**src/rtl/adder_pkg.sv**
```systemverilog
// rtl/adder_pkg.sv - shared types and parameter helpers for the pipelined adder
package adder_pkg;

  typedef enum logic {
    OP_ADD = 1'b0,
    OP_SUB = 1'b1
  } add_op_e;

  function automatic int slice_width(input int width, input int stages);
    return (stages > 0) ? width / stages : width;
  endfunction

  function automatic bit params_ok(input int width, input int stages);
    return (width >= 1) && (stages >= 1) && ((width % stages) == 0);
  endfunction

endpackage

```
**src/rtl/adder_slice_stage.sv**
```systemverilog
// rtl/adder_slice_stage.sv - one carry slice plus its pipeline register
module adder_slice_stage #(
  parameter int WIDTH = 32,
  parameter int SL    = 8,
  parameter int IDX   = 0
) (
  input  logic             clk,
  input  logic             rst_n,
  input  logic             en,
  input  logic             in_valid,
  input  logic             in_carry,
  input  logic [WIDTH-1:0] in_a,
  input  logic [WIDTH-1:0] in_b,
  input  logic [WIDTH-1:0] in_sum,
  output logic             out_valid,
  output logic             out_carry,
  output logic [WIDTH-1:0] out_a,
  output logic [WIDTH-1:0] out_b,
  output logic [WIDTH-1:0] out_sum
);

  logic [SL-1:0]    slice_sum;
  logic             slice_carry;
  logic             valid_d, valid_q;
  logic             carry_d, carry_q;
  logic [WIDTH-1:0] a_d, a_q;
  logic [WIDTH-1:0] b_d, b_q;
  logic [WIDTH-1:0] sum_d, sum_q;

  always_comb begin
    {slice_carry, slice_sum} = {1'b0, in_a[IDX*SL +: SL]}
                             + {1'b0, in_b[IDX*SL +: SL]}
                             + {{SL{1'b0}}, in_carry};
    valid_d = valid_q;
    carry_d = carry_q;
    a_d     = a_q;
    b_d     = b_q;
    sum_d   = sum_q;
    if (en) begin
      valid_d = in_valid;
      carry_d = slice_carry;
      // full operands travel along so the last stage can derive signed overflow
      a_d     = in_a;
      b_d     = in_b;
      sum_d   = in_sum;
      sum_d[IDX*SL +: SL] = slice_sum;
    end
  end

  always_ff @(posedge clk) begin
    if (!rst_n) begin
      valid_q <= 1'b0;
      carry_q <= 1'b0;
      a_q     <= '0;
      b_q     <= '0;
      sum_q   <= '0;
    end else begin
      valid_q <= valid_d;
      carry_q <= carry_d;
      a_q     <= a_d;
      b_q     <= b_d;
      sum_q   <= sum_d;
    end
  end

  assign out_valid = valid_q;
  assign out_carry = carry_q;
  assign out_a     = a_q;
  assign out_b     = b_q;
  assign out_sum   = sum_q;

endmodule

```
**src/rtl/pipelined_adder.sv**
```systemverilog
// rtl/pipelined_adder.sv - sliced, pipelined add/subtract with valid/ready handshake
module pipelined_adder
  import adder_pkg::*;
#(
  parameter int WIDTH  = 32,
  parameter int STAGES = 4
) (
  input  logic             clk,
  input  logic             rst_n,
  input  logic             in_valid,
  output logic             in_ready,
  input  logic [WIDTH-1:0] a,
  input  logic [WIDTH-1:0] b,
  input  logic             cin,
  input  logic             sub,
  output logic             out_valid,
  input  logic             out_ready,
  output logic [WIDTH-1:0] sum,
  output logic             cout,
  output logic             ovf
);

  localparam int SL = slice_width(WIDTH, STAGES);

  if (!params_ok(WIDTH, STAGES)) begin : g_bad_params
    $error("pipelined_adder: WIDTH must be a nonzero multiple of STAGES");
  end

  add_op_e          op;
  logic             advance;
  logic [STAGES:0]  v_s;
  logic [STAGES:0]  c_s;
  logic [WIDTH-1:0] a_s [STAGES+1];
  logic [WIDTH-1:0] b_s [STAGES+1];
  logic [WIDTH-1:0] s_s [STAGES+1];

  assign op      = add_op_e'(sub);
  // the whole pipe moves or freezes together; bubbles are kept
  assign advance = !out_valid || out_ready;

  assign v_s[0] = in_valid;
  assign c_s[0] = cin ^ (op == OP_SUB);
  assign a_s[0] = a;
  assign b_s[0] = (op == OP_SUB) ? ~b : b;
  assign s_s[0] = '0;

  for (genvar k = 0; k < STAGES; k++) begin : g_stage
    adder_slice_stage #(
      .WIDTH (WIDTH),
      .SL    (SL),
      .IDX   (k)
    ) u_stage (
      .clk       (clk),
      .rst_n     (rst_n),
      .en        (advance),
      .in_valid  (v_s[k]),
      .in_carry  (c_s[k]),
      .in_a      (a_s[k]),
      .in_b      (b_s[k]),
      .in_sum    (s_s[k]),
      .out_valid (v_s[k+1]),
      .out_carry (c_s[k+1]),
      .out_a     (a_s[k+1]),
      .out_b     (b_s[k+1]),
      .out_sum   (s_s[k+1])
    );
  end

  assign in_ready  = advance;
  assign out_valid = v_s[STAGES];
  assign cout      = c_s[STAGES];
  assign sum       = s_s[STAGES];
  assign ovf       = (a_s[STAGES][WIDTH-1] == b_s[STAGES][WIDTH-1])
                  && (s_s[STAGES][WIDTH-1] != a_s[STAGES][WIDTH-1]);

endmodule

```
**config.mk**
```make
export PLATFORM = sky130hd
export DESIGN_NAME = pipelined_adder
export DESIGN_NICKNAME = d
export VERILOG_FILES = /design/src/rtl/adder_pkg.sv /design/src/rtl/adder_slice_stage.sv /design/src/rtl/pipelined_adder.sv
export SDC_FILE = /design/constraint.sdc
export NUM_CORES = 1
export LEC_CHECK = 0
export ABC_AREA = 1
export BUFFER_PORTS_ARGS = -buffer_cell sky130_fd_sc_hd__buf_2
export CAP_MARGIN = 20
export CORE_MARGIN = 5
export CORE_UTILIZATION = 45
export DETAILED_ROUTE_END_ITERATION = 16
export GPL_TIMING_DRIVEN = 0
export SKIP_CTS_REPAIR_TIMING = 1
export SLEW_MARGIN = 5
export SYNTH_ARGS = -nofsm -noshare
export SYNTH_HDL_FRONTEND = slang
export SYNTH_HIERARCHICAL = 1
export SYNTH_SLANG_ARGS = --single-unit
export TNS_END_PERCENT = 5
```
**constraint.sdc**
```tcl
create_clock -name clk -period 2.6 [get_ports clk]
set_input_delay 0.52 -clock clk [delete_from_list [all_inputs] [get_ports clk]]
set_output_delay 0.52 -clock clk [all_outputs]
set_load 0.03 [all_outputs]
```
==> flow_summary_export.csv, run 1 <==
group,metric,value,unit
die,core_area,19300,um^2
global_routing,grt_remaining_overflow,0,
timing,max_freq,0.448,GHz
setup_path,crit_required,2.08,ns
setup_path,crit_fanout,15,
layout,final_layout_size_suffix_gt1_frac,0.239,
global_routing,grt_pass1_vias,6684,
setup_path,r2r_start,"g_stage[2].u_stage/out_carry",
timing,slew_violations,0,
setup_path,crit_path_end_kind,"output port",
detailed_routing,drt_iter0_markers,411,
setup_path,critPathTopFamily,"simple AND/OR/NAND/NOR gates",
placed_design,io_buffers,103,
pwr,vdd_drop_max,0.000499,V
setup_path,cp_slowest_stage_delay,0.63,ns
global_routing,grt_util_all_layers,0.184,
global_routing,antenna_found_initial,0,
setup_path,path_class,"flop to output port",
pwr,switchingPower,1.89,mW
detailed_routing,vias,7061,
setup_path,crit_slowest_cell,"nand2_1",
timing,whs,0.306,ns
placed_design,dpl_worst_slack,0.0384,ns
detailed_routing,drc_errors,0,
timing,hold_viol,0,
die,ios,106,
layout,fin_cells,1529,
timing,tightest_slew,0.849,ns
pwr,p_leak,4.77,nW
logic_synthesis,postSynthCellCount,1129,
job,max-cap-violations,0,
timing,slew_headroom,0.432,
pwr,power_frac_comb,0.149,
die,die_y,150,um
detailed_routing,drt-total-wl,19900,um
pwr,p_per_area,651,nW/um^2
detailed_routing,wl_per_cell,13.0,um
timing,period_needed,2.23,ns
layout,syn_to_final_growth,15.9,%
hold_path,hold_path.class,"primary input to flop",
cts,cts.sinks,186,
timing,setup_ws,0.367,ns
timing,rsz0062_at_grt,"no",
timing,fin_worst_skew,0.00959,ns
detailed_routing,vias_per_cell,4.62,
logic_synthesis,netlist_area,8770,um^2
die,fp.dieW,150,um
pwr,power.internal,4.74,mW
timing,setup_tns,0,ns
pwr,power_frac_seq,0.481,
timing,fin_crit_sh,0.859,
outcome,status,"completed",
placed_design,gp_congestion,0.828,
layout,layout.nets,1357,
placed_design,post-dp-hpwl,15100,um
hold_path,hold_start,"a[29]",
global_routing,grt_max_degree,19,
setup_path,path_cells,"nand2_1 -> buf_2",
setup_path,crit_start,"g_stage[3].u_stage/out_valid",
die,start_util,0.454,
cts,clock_tree.buffer_depth,2,
global_routing,grt_pass1_wl,32800,um
layout,diodes,0,
logic_synthesis,syn_nets,1235,
placed_design,dp.cells,1497,
cts,cts_buffers,17,
setup_path,cp_num_buf_inv,1,
detailed_routing,dr.pass1.iters,6,
detailed_routing,ant_nets,0,
timing,setup_violations,0,
die,row_count,51,
pwr,sw_frac_of_total,0.285,
pwr,clockPowerShare,0.370,
logic_synthesis,yosysWarnings,6,
setup_path,crit_arrival,1.71,ns
cts,root_buffer,"clkbuf_16",
die,dieArea,22400,um^2
cts,clkLatencyLatePin,0.43,ns
setup_path,cp-start-kind,"flop",
cts,path_clk_slew,0.07,ns
logic_synthesis,avgSynthCellArea,7.77,um^2
cts,h-tree-depth,4,
cts,cts_tree,"yes",
[stage by stage]
step	total power, mW	area [um^2]	utilization
after floorplan	3.95	8770	-
after detailed placement	4.24	9620	0.498
final	6.63	10200	0.526
after global placement	4.23	9620	0.498
after CTS	6.69	10200	0.526
after global routing	6.96	10200	0.526
[worst reg2reg max path: cells and delay by family (launching register included)]
| family | cells | cell delay (ns) |
|---|---|---|
| adders and majority gates | 2 | 0.90 |
| and+or+nand+nor | 7 | 0.56 |
| DFF | 1 | 0.34 |
| buffers and inverters | 1 | 0.03 |
[state kept, by name, summed over array words and instances, names as in the netlist]
register and count:
g_stage.u_stage/out_sum 80, g_stage.u_stage/out_b 49, g_stage.u_stage/out_carry 4, g_stage.u_stage/out_valid 4
g_stage.u_stage/out_a 49
[placed cells by master, fill, tap and decap left out, types with 4 or more instances in the layout]
master,instances
xor2_1,37
dfxtp_1,186
inv_4,4
inv_2,6
inv_6,5
nor2_2,92
nor2_1,271
nand2_1,102
or2_1,7
buf_8,6
inv_1,56
buf_6,16
buf_4,6
a211oi_2,4
o211ai_1,8
buf_2,131
o21ai_0,144
clkbuf_16,17
o21ai_1,22
nand3b_1,15
nand3_1,41
fa_1,8
ha_1,28
clkbuf_1,25
a21oi_1,12
[power groups by stage]
| stage | Combinational [mW] | Clock (mW) | Sequential [mW] |
|---|---|---|---|
| 3_5_place_dp | 0.987 | 0 | 3.25 |
| 3_3_place_gp | 0.981 | 0 | 3.25 |
| 6_report | 0.988 | 2.45 | 3.19 |
| 4_1_cts | 0.997 | 2.51 | 3.19 |
| 2_1_floorplan | 0.683 | 0 | 3.27 |
| 5_1_grt | 1.13 | 2.63 | 3.21 |
[final cells by class]
cell class | instances | area [um^2]
Tap cell | 265 | 332
Sequential cell | 186 | 3720
Buffer | 86 | 619
Clock buffer | 17 | 425
Multi-Input combinational cell | 791 | 4170
Clock inverter | 15 | 126
Timing Repair Buffer | 103 | 515
Fill cell | 1965 | 9160
Inverter | 66 | 258
[per-layer routing]
layer,routed length (um),track usage,share of wire,vias to the layer above
met5,0,0,0,-
met4,127,0.0412,0.0064,0
met3,694,0.0385,0.035,7
met2,9170,0.301,0.46,111
met1,9940,0.251,0.50,3122
li1,-,-,-,3821
[final timing paths]
path                            depth (start not counted)                        endpoint  slack, ns
worst min register to register                          2   g_stage[2].u_stage/out_sum[1]       0.49
worst max register to register                         10  g_stage[3].u_stage/out_sum[30]       0.67
worst min-delay path                                    3    g_stage[0].u_stage/out_a[29]       0.31
worst max-delay path                                    2                        in_ready       0.37
Note: power is estimated with default switching activity, not from simulation.
==> run 2: changes to the inputs <==
ABC_AREA = 0   (was 1)
==> run 2 against run 1 <==
  * Maximum frequency decreased by 5.5%
  * Die area increased by 0.15%
  * Sequential share of layout area decreased by 0.20 points
  * Utilization grew 0.28 points
  * Via count fell by 16%
  * Critical path type is now primary input to flop
  * First-iteration DRC count decreased by 54%
  * Synthesized area is 0.16% higher
  * Synthesized cell count shrank 27%
  * Hold slack improved by 0.044 ns
  * Wire length shrank 3.4%
  * Flip-flop and latch count is the same
  * Non-clock buffer count decreased by 14
==> flow_summary_export.csv, run 2 <==
group,metric,value,unit
layout,final_common_cell,"dfxtp_1",
setup_path,ff2ff_path_depth,6,
die,die_y,150,um
die,row_count,51,
logic_synthesis,postSynthCellCount,829,
detailed_routing,wl_per_cell,15.7,um
cts,path_clk_slew,0.07,ns
layout,largest_reg_flops,80,
detailed_routing,drt-total-wl,19300,um
timing,fin_worst_skew,0.00829,ns
global_routing,grt_util_all_layers,0.175,
detailed_routing,drt_iter0_markers,191,
outcome,status,"completed",
cts,cts.sinks,186,
hold_path,min_delay_worst_endpoint,"g_stage[0].u_stage/out_a[14]",
global_routing,grt_pass1_vias,5896,
setup_path,crit_start,"sub",
pwr,p_per_area,639,nW/um^2
cts,clkLatencyLatePin,0.42,ns
timing,rsz0062_at_grt,"no",
layout,final_layout_size_suffix_gt1_frac,0.194,
logic_synthesis,avgSynthCellArea,10.6,um^2
hold_path,hold_depth,3,
placed_design,dpl_worst_slack,-0.210,ns
hold_path,hold_path.class,"primary input to flop",
layout,layout.nets,1058,
die,start_util,0.454,
global_routing,grt_pass1_wl,30700,um
cts,cts_tree,"yes",
layout,final_util,0.529,
cts,cts_buffers,17,
timing,slew_headroom,0.600,
timing,slew_violations,0,
global_routing,antenna_found_initial,0,
setup_path,cp-start-kind,"primary input",
detailed_routing,ant_nets,0,
layout,syn_to_final_growth,16.4,%
die,dieArea,22400,um^2
global_routing,grt_remaining_overflow,0,
setup_path,r2r_start,"g_stage[0].u_stage/out_carry",
timing,tightest_slew,0.600,ns
setup_path,r2r-end,"g_stage[1].u_stage/out_carry",
timing,setup_violations,0,
logic_synthesis,syn_nets,935,
hold_path,hold_start,"a[14]",
pwr,vdd_drop_max,0.000431,V
timing,hold_viol,0,
setup_path,r2r_slack,0.31,ns
logic_synthesis,netlist_area,8790,um^2
cts,h-tree-depth,4,
pwr,p_leak,5.28,nW
timing,period_needed,2.36,ns
cts,clock_tree.buffer_depth,2,
cts,root_buffer,"clkbuf_16",
timing,max_freq,0.423,GHz
detailed_routing,vias_per_cell,4.81,
die,core_area,19300,um^2
placed_design,io_buffers,104,
setup_path,path_class,"primary input to flop",
timing,setup_ws,0.237,ns
logic_synthesis,yosysWarnings,6,
global_routing,grt_max_degree,17,
setup_path,crit_required,2.91,ns
layout,most-common-layout-cells,"dfxtp_1 (186), nor2b_1 (161), mux2i_1 (158)",
timing,fin_crit_sh,0.909,
layout,diodes,0,
die,fp.dieW,150,um
setup_path,crit_path_end_kind,"flop",
detailed_routing,dr.pass1.iters,4,
setup_path,crit_fanout,10,
placed_design,post-dp-hpwl,14600,um
detailed_routing,vias,5907,
die,ios,106,
placed_design,gp_congestion,0.790,
detailed_routing,drc_errors,0,
setup_path,crit_arrival,2.68,ns
job,max-cap-violations,0,
==> run 2: per-layer routing <==
metal,part of all wire,vias to the layer above,global-route usage
li1,-,3095,-
met1,0.50,2727,0.237
met2,0.46,80,0.287
met3,0.037,5,0.0433
met4,0.0049,0,0.0329
met5,0,-,0
==> run 2: stage by stage <==
stage / hold WS [ns] / power [mW] / cell area (um^2) / TNS [ns] / instances
final: 0.350 / 6.53 / 10200 / 0 / 1229
after detailed placement: 0.471 / 4.02 / 9640 / -0.368 / 1198
after global placement: 0.465 / 4.00 / 9640 / -0.381 / 1198
after CTS: 0.337 / 6.60 / 10200 / 0 / 1229
after floorplan: 0.453 / 3.76 / 8790 / -0.0351 / 829
after global routing: 0.333 / 6.84 / 10200 / 0 / 1229
==> run 2: how the worst max path moves through the flow <==
stage | to | depth (start not counted) | slack (ns)
after floorplan | g_stage[0].u_stage/out_carry | 9 | -0.04
after global placement | g_stage[0].u_stage/out_carry | 9 | -0.21
after detailed placement | g_stage[0].u_stage/out_carry | 9 | -0.21
after CTS | g_stage[0].u_stage/out_carry | 9 | 0.24
after global routing | g_stage[2].u_stage/out_carry | 6 | 0.21
final | g_stage[0].u_stage/out_carry | 9 | 0.24
==> run 2: final cells by class <==
cell class	count	area, um^2
plain buffers	71	434
clock buffers	19	443
clock inverters	12	140
fillers	1811	9110
inverters	8	30.0
multi-input cells	564	4600
flip-flops and latches	186	3720
well taps	265	332
repair buffers	104	520
==> run 2: worst max-delay path, stage by stage <==
cell and delay, ns:
buf_6 0.15, buf_12 0.16, xor2_1 0.17, fa_2 0.37, fa_2 0.43, a211oi_2 0.23, nor2_1 0.10, o31a_1 0.27
o31a_1 0.27
==> run 2: where the power goes <==
part           switching, mW  total (mW)  internal (mW)  leakage (nW)
Clock                   1.14        2.59           1.45         0.277
Sequential             0.116        3.15           3.03          1.53
Combinational          0.409       0.796          0.387          3.48
